==> src/rtl/pwm_capture.sv <==
// PWM capture: measures period and high time of pwm_in in clk cycles and flags a stuck input.
// Optional `PWM_CAPTURE_GLITCH_FILTER_EN inserts a 3-cycle persistence filter after the synchronizer.
//
// state     | meaning
// ----------+---------------------------------------------------------
// WAIT_RISE | no reference rise yet (after reset or timeout)
// HIGH      | counting period and high time since the last rise
// LOW       | counting period only; high time frozen until next rise
module pwm_capture #(
    parameter int CNT_W          = 16,
    parameter int TIMEOUT_CYCLES = 4095
) (
    input  logic             clk,
    input  logic             rst_n,
    input  logic             pwm_in,
    output logic [CNT_W-1:0] period,
    output logic [CNT_W-1:0] high_time,
    output logic             meas_valid,
    output logic             stuck_high,
    output logic             stuck_low
);

    localparam logic [CNT_W-1:0] TIMEOUT_VAL = CNT_W'(TIMEOUT_CYCLES);
    localparam logic [CNT_W-1:0] ONE         = CNT_W'(1);

    typedef enum logic [1:0] {
        WAIT_RISE = 2'd0,
        HIGH      = 2'd1,
        LOW       = 2'd2
    } state_t;

    state_t state_q, state_d;

    logic             s1_q, s2_q, s3_q;
    logic             lvl;
    logic             rise, fall, timeout;

    logic [CNT_W-1:0] period_cnt_q, period_cnt_d;
    logic [CNT_W-1:0] high_cnt_q, high_cnt_d;
    logic [CNT_W-1:0] period_q, period_d;
    logic [CNT_W-1:0] high_time_q, high_time_d;
    logic             meas_valid_q, meas_valid_d;
    logic             stuck_high_q, stuck_high_d;
    logic             stuck_low_q, stuck_low_d;

    always_ff @(posedge clk or negedge rst_n) begin
        if (!rst_n) begin
            s1_q <= 1'b0;
            s2_q <= 1'b0;
        end else begin
            s1_q <= pwm_in;
            s2_q <= s1_q;
        end
    end

`ifdef PWM_CAPTURE_GLITCH_FILTER_EN
    // Level follows s2 only after s2 has disagreed for 3 consecutive cycles.
    logic       filt_q;
    logic [1:0] filt_cnt_q;

    always_ff @(posedge clk or negedge rst_n) begin
        if (!rst_n) begin
            filt_q     <= 1'b0;
            filt_cnt_q <= 2'd0;
        end else if (s2_q != filt_q) begin
            if (filt_cnt_q == 2'd2) begin
                filt_q     <= s2_q;
                filt_cnt_q <= 2'd0;
            end else begin
                filt_cnt_q <= filt_cnt_q + 2'd1;
            end
        end else begin
            filt_cnt_q <= 2'd0;
        end
    end

    assign lvl = filt_q;
`else
    assign lvl = s2_q;
`endif

    always_ff @(posedge clk or negedge rst_n) begin
        if (!rst_n) begin
            s3_q <= 1'b0;
        end else begin
            s3_q <= lvl;
        end
    end

    assign rise = lvl & ~s3_q;
    assign fall = ~lvl & s3_q;
    // Once flagged, the saturated counter must not re-sample the level: flags hold until a rise.
    assign timeout = (period_cnt_q == TIMEOUT_VAL) && !rise && !(stuck_high_q || stuck_low_q);

    always_ff @(posedge clk or negedge rst_n) begin
        if (!rst_n) begin
            state_q      <= WAIT_RISE;
            period_cnt_q <= '0;
            high_cnt_q   <= '0;
            period_q     <= '0;
            high_time_q  <= '0;
            meas_valid_q <= 1'b0;
            stuck_high_q <= 1'b0;
            stuck_low_q  <= 1'b0;
        end else begin
            state_q      <= state_d;
            period_cnt_q <= period_cnt_d;
            high_cnt_q   <= high_cnt_d;
            period_q     <= period_d;
            high_time_q  <= high_time_d;
            meas_valid_q <= meas_valid_d;
            stuck_high_q <= stuck_high_d;
            stuck_low_q  <= stuck_low_d;
        end
    end

    always_comb begin
        state_d = state_q;
        case (state_q)
            WAIT_RISE: begin
                if (rise) begin
                    state_d = HIGH;
                end
            end
            HIGH: begin
                if (timeout) begin
                    state_d = WAIT_RISE;
                end else if (fall) begin
                    state_d = LOW;
                end
            end
            LOW: begin
                if (rise) begin
                    state_d = HIGH;
                end else if (timeout) begin
                    state_d = WAIT_RISE;
                end
            end
            default: state_d = WAIT_RISE;
        endcase
    end

    always_comb begin
        period_cnt_d = period_cnt_q;
        high_cnt_d   = high_cnt_q;
        period_d     = period_q;
        high_time_d  = high_time_q;
        meas_valid_d = 1'b0;
        stuck_high_d = stuck_high_q;
        stuck_low_d  = stuck_low_q;

        if (timeout) begin
            stuck_high_d = lvl;
            stuck_low_d  = ~lvl;
            period_d     = '0;
            high_time_d  = '0;
        end else begin
            case (state_q)
                WAIT_RISE: begin
                    if (rise) begin
                        period_cnt_d = ONE;
                        high_cnt_d   = ONE;
                        stuck_high_d = 1'b0;
                        stuck_low_d  = 1'b0;
                    end else if (period_cnt_q != TIMEOUT_VAL) begin
                        period_cnt_d = period_cnt_q + ONE;
                    end
                end
                HIGH: begin
                    period_cnt_d = period_cnt_q + ONE;
                    if (!fall) begin
                        high_cnt_d = high_cnt_q + ONE;
                    end
                end
                LOW: begin
                    if (rise) begin
                        period_d     = period_cnt_q;
                        high_time_d  = high_cnt_q;
                        meas_valid_d = 1'b1;
                        period_cnt_d = ONE;
                        high_cnt_d   = ONE;
                    end else begin
                        period_cnt_d = period_cnt_q + ONE;
                    end
                end
                default: begin
                    period_cnt_d = '0;
                    high_cnt_d   = '0;
                end
            endcase
        end
    end

    assign period     = period_q;
    assign high_time  = high_time_q;
    assign meas_valid = meas_valid_q;
    assign stuck_high = stuck_high_q;
    assign stuck_low  = stuck_low_q;

endmodule

==> config.mk <==
export PLATFORM = sky130hd
export DESIGN_NAME = pwm_capture
export DESIGN_NICKNAME = d
export VERILOG_FILES = /design/src/rtl/pwm_capture.sv
export SDC_FILE = /design/constraint.sdc
export NUM_CORES = 1
export LEC_CHECK = 0
export CAP_MARGIN = 25
export CORE_ASPECT_RATIO = 0.5
export CORE_MARGIN = 3
export CORE_UTILIZATION = 45
export DETAILED_ROUTE_END_ITERATION = 12
export PLACE_DENSITY = 0.66
export SLEW_MARGIN = 20
export SYNTH_ARGS = -nofsm -noshare
export SYNTH_HDL_FRONTEND = slang
export SYNTH_SLANG_ARGS = --single-unit
export TNS_END_PERCENT = 20
==> constraint.sdc <==
create_clock -name clk -period 2.35 [get_ports clk]
set_input_delay 0.47 -clock clk [delete_from_list [all_inputs] [get_ports clk]]
set_output_delay 0.47 -clock clk [all_outputs]
set_load 0.01 [all_outputs]
==> impl_metrics.json <==
{
  "run_status": "completed",
  "finalSetupViolations": 0,
  "die_width_um": 128,
  "clock_tree.buffer_depth": 2,
  "p_sw_mw": 0.986,
  "post_cts_resize_count": 0,
  "critical_path.cell_chain": "ha_1 -> nand4_2 -> nor4_4 -> buf_4 -> a21bo_1 -> mux2_2",
  "relSlewSlack": 0.439,
  "design.die.area_um2": 8570,
  "fin_worst_skew_ns": 0.00740,
  "fin_crit_share": 0.926,
  "clkPwrFrac": 0.363,
  "die_height_um": 67.0,
  "postPlaceCellArea_um2": 3860,
  "power_frac_comb": 0.186,
  "cpPeakStageDelay_ns": 0.46,
  "setup.worst_path.start_class": "flop",
  "route.detailed.vias_per_inst": 5.56,
  "htree_levels": 3,
  "timing.critical_path.arrival_ns": 2.39,
  "grt_overflow": 0,
  "power.density_nw_per_um2": 826,
  "fraction_of_layout_cells_with_a_size_suffix_above_1": 0.0902,
  "sequentialPowerShare": 0.451,
  "cpLargestDelayFamily": "simple AND/OR/NAND/NOR gates",
  "timing.critical_path.to_type": "flop",
  "netlist_area_um2": 3350,
  "cp.required_ns": 2.57,
  "syn_inst": 359,
  "detail_route.wirelength_um": 7890,
  "initial_core_util": 0.483,
  "path_buf_inv": 1,
  "drt.antenna.violating_nets": 0,
  "clk_root_buffer_cell": "sky130_fd_sc_hd__clkbuf_16",
  "timing_worst_slew_pin_value_ns": 0.841,
  "power.static_leakage_nw": 1.88,
  "category_of_the_critical_setup_timing_path": "flop to flop",
  "first_pass_iters": 5,
  "tritoncts_clock_tree": "yes",
  "clk_latency_ns": 0.34,
  "fmaxAchievable_ghz": 0.459,
  "cts_made_buffers": 9,
  "utilization": 0.595,
  "synth_warnings": 0,
  "fin_setup_tns_ns": 0,
  "io_pins": 38,
  "clock_sink_count": 72,
  "ys_types": 45,
  "max_ir_drop_vdd_v": 0.000664,
  "antenna_found_initial": 0,
  "post_synthesis_to_final_layout_area_growth_pct": 23.2,
  "reg2reg_setup_slack_ns": 0.17,
  "synth.largest_area_cell": "sky130_fd_sc_hd__dfrtp_1",
  "design.final.nets": 411,
  "layout_min_cycle_time_ns": 2.18,
  "dominantRegCellSynth": "sky130_fd_sc_hd__dfrtp_1",
  "cp_slowest_cell": "sky130_fd_sc_hd__dfrtp_1",
  "syn_nets": 364,
  "floorplan.core_area_um2": 6940,
  "timing_hold_violations_final": 0,
  "row_count": 21,
  "largest_cells_by_area_after_synthesis": "sky130_fd_sc_hd__dfrtp_1 54%, sky130_fd_sc_hd__nand2_1 9.3%, sky130_fd_sc_hd__nand3_1 6.9%",
  "path_clk_slew_ns": 0.05,
  "max_cap_viol_count": 0,
  "synth_sequential_area_ratio": 0.538,
  "cell_internal_pwr_mw": 2.42,
  "worst_hold_path_type": "input pin to async pin",
  "first_global_vias": 2736,
  "worstPathMaxFanout": 9,
  "wire_per_inst_um": 15.7,
  "synth_edf_count": 0,
  "synth.most_common_cell": "sky130_fd_sc_hd__nand2_1",
  "post-cts-setup-buffers": 0,
  "place.port_buffers": 37,
  "routed-via-count": 2792,
  "first_pass_grt_wire_length_um": 13700,
  "hold_slack_ns": 0.242,
  "yosys-top-cells-count": "83 x sky130_fd_sc_hd__nand2_1, 72 x sky130_fd_sc_hd__dfrtp_1, 46 x sky130_fd_sc_hd__nand3_1",
  "stdcell_area_um2": 4130,
  "cts.hold.buffers_added": 0,
  "gp_routability_congestion": 0.878,
  "num_antenna_cells": 0,
  "synth-seq-cells": 72,
  "grt.total_usage": 0.209,
  "grt_start_max_net_pins": 36,
  "netlist.area_leader.share": 0.538,
  "asyncSetResetFlopFracSynth": 1.00,
  "syn-mean-instance-area_um2": 9.33,
  "drt_first_iter_violations": 228,
  "report.final.slew_viol_count": 0,
  "rsz0062_at_grt": "false",
  "switching_share": 0.289,
  "remaining_drcs": 0,
  "detailed_place_hpwl_um": 5390
}
state kept, by name, summed over array words and instances (netlist names):
| signal | flops |
|---|---|
| high_time | 16 |
| state_q | 2 |
| stuck_low | 1 |
| meas_valid | 1 |
| period_cnt_q | 16 |
| stuck_high | 1 |
| s1_q | 1 |
| lvl | 1 |
| high_cnt_q | 16 |
| s3_q | 1 |
| period | 16 |
cells by family after synthesis:
kind of cell / Yosys count / synth area share
AND/OR/NAND/NOR: 189 / 0.275
flip-flops: 72 / 0.538
AO/OA/AOI/OAI: 62 / 0.115
buffers and inverters: 22 / 0.0325
XOR/XNOR: 11 / 0.0288
adder cells (fa/ha/maj): 2 / 0.00747
multiplexers: 1 / 0.00336
worst reg2reg max path, cell delays in order (launching register included):
cell,delay (ns)
sky130_fd_sc_hd__dfrtp_1,0.46
sky130_fd_sc_hd__ha_1,0.30
sky130_fd_sc_hd__nand4_2,0.18
sky130_fd_sc_hd__nor4_4,0.29
sky130_fd_sc_hd__buf_4,0.19
sky130_fd_sc_hd__a21bo_1,0.27
sky130_fd_sc_hd__mux2_2,0.37
metal layers:
| metal | part of all wire | GRT usage | vias to the layer above |
|---|---|---|---|
| met5 | 0 | 0 | - |
| met4 | 0.0089 | 0.0529 | 0 |
| met3 | 0.046 | 0.0817 | 8 |
| met2 | 0.46 | 0.326 | 75 |
| met1 | 0.48 | 0.273 | 1353 |
| li1 | - | - | 1356 |
power by group through the flow:
stage | clock [mW] | combinational (mW) | sequential, mW
floorplan | 0 | 0.347 | 1.55
global placement | 0 | 0.609 | 1.54
detailed placement | 0 | 0.626 | 1.55
CTS | 1.27 | 0.633 | 1.53
global route | 1.33 | 0.715 | 1.56
finish | 1.24 | 0.634 | 1.54
final timing paths:
check | cells after the start | from | endpoint
worst min-delay path | 1 | rst_n | period[3]
worst min register to register | 0 | s1_q | lvl
min in group clk | 0 | s1_q | lvl
worst max-delay path | 6 | period_cnt_q[0] | high_cnt_q[0]
max in group asynchronous | 2 | rst_n | high_time[4]
worst max register to register | 6 | period_cnt_q[0] | high_cnt_q[0]
stage by stage:
step	setup slack, ns	power [mW]	instances
after floorplan	0.374	1.89	359
after CTS	0.186	3.44	502
after global routing	0.0329	3.60	502
after detailed placement	0.219	2.18	487
after global placement	0.309	2.15	487
final	0.173	3.41	502
cells in the final DEF (no fill, tap or decap), types with 5 or more instances in the layout:
cell type,n
sky130_fd_sc_hd__o21ai_0,22
sky130_fd_sc_hd__nor2_1,18
sky130_fd_sc_hd__nand4_1,6
sky130_fd_sc_hd__clkbuf_16,9
sky130_fd_sc_hd__xor2_1,5
sky130_fd_sc_hd__a21oi_1,12
sky130_fd_sc_hd__xnor2_1,6
sky130_fd_sc_hd__o31ai_1,10
sky130_fd_sc_hd__nand3_1,46
sky130_fd_sc_hd__inv_1,5
sky130_fd_sc_hd__buf_4,16
sky130_fd_sc_hd__or4_1,5
sky130_fd_sc_hd__nand2_1,83
sky130_fd_sc_hd__dfrtp_1,72
sky130_fd_sc_hd__clkdlybuf4s50_1,36
layout make-up:
cell class | count | area (um^2)
clock buffers | 15 | 268
fillers | 619 | 2810
inverters | 5 | 18.8
multi-input cells | 265 | 1440
flip-flops and latches | 72 | 1800
well taps | 92 | 115
repair buffers | 53 | 485
Power figures use the tool's default switching activity.
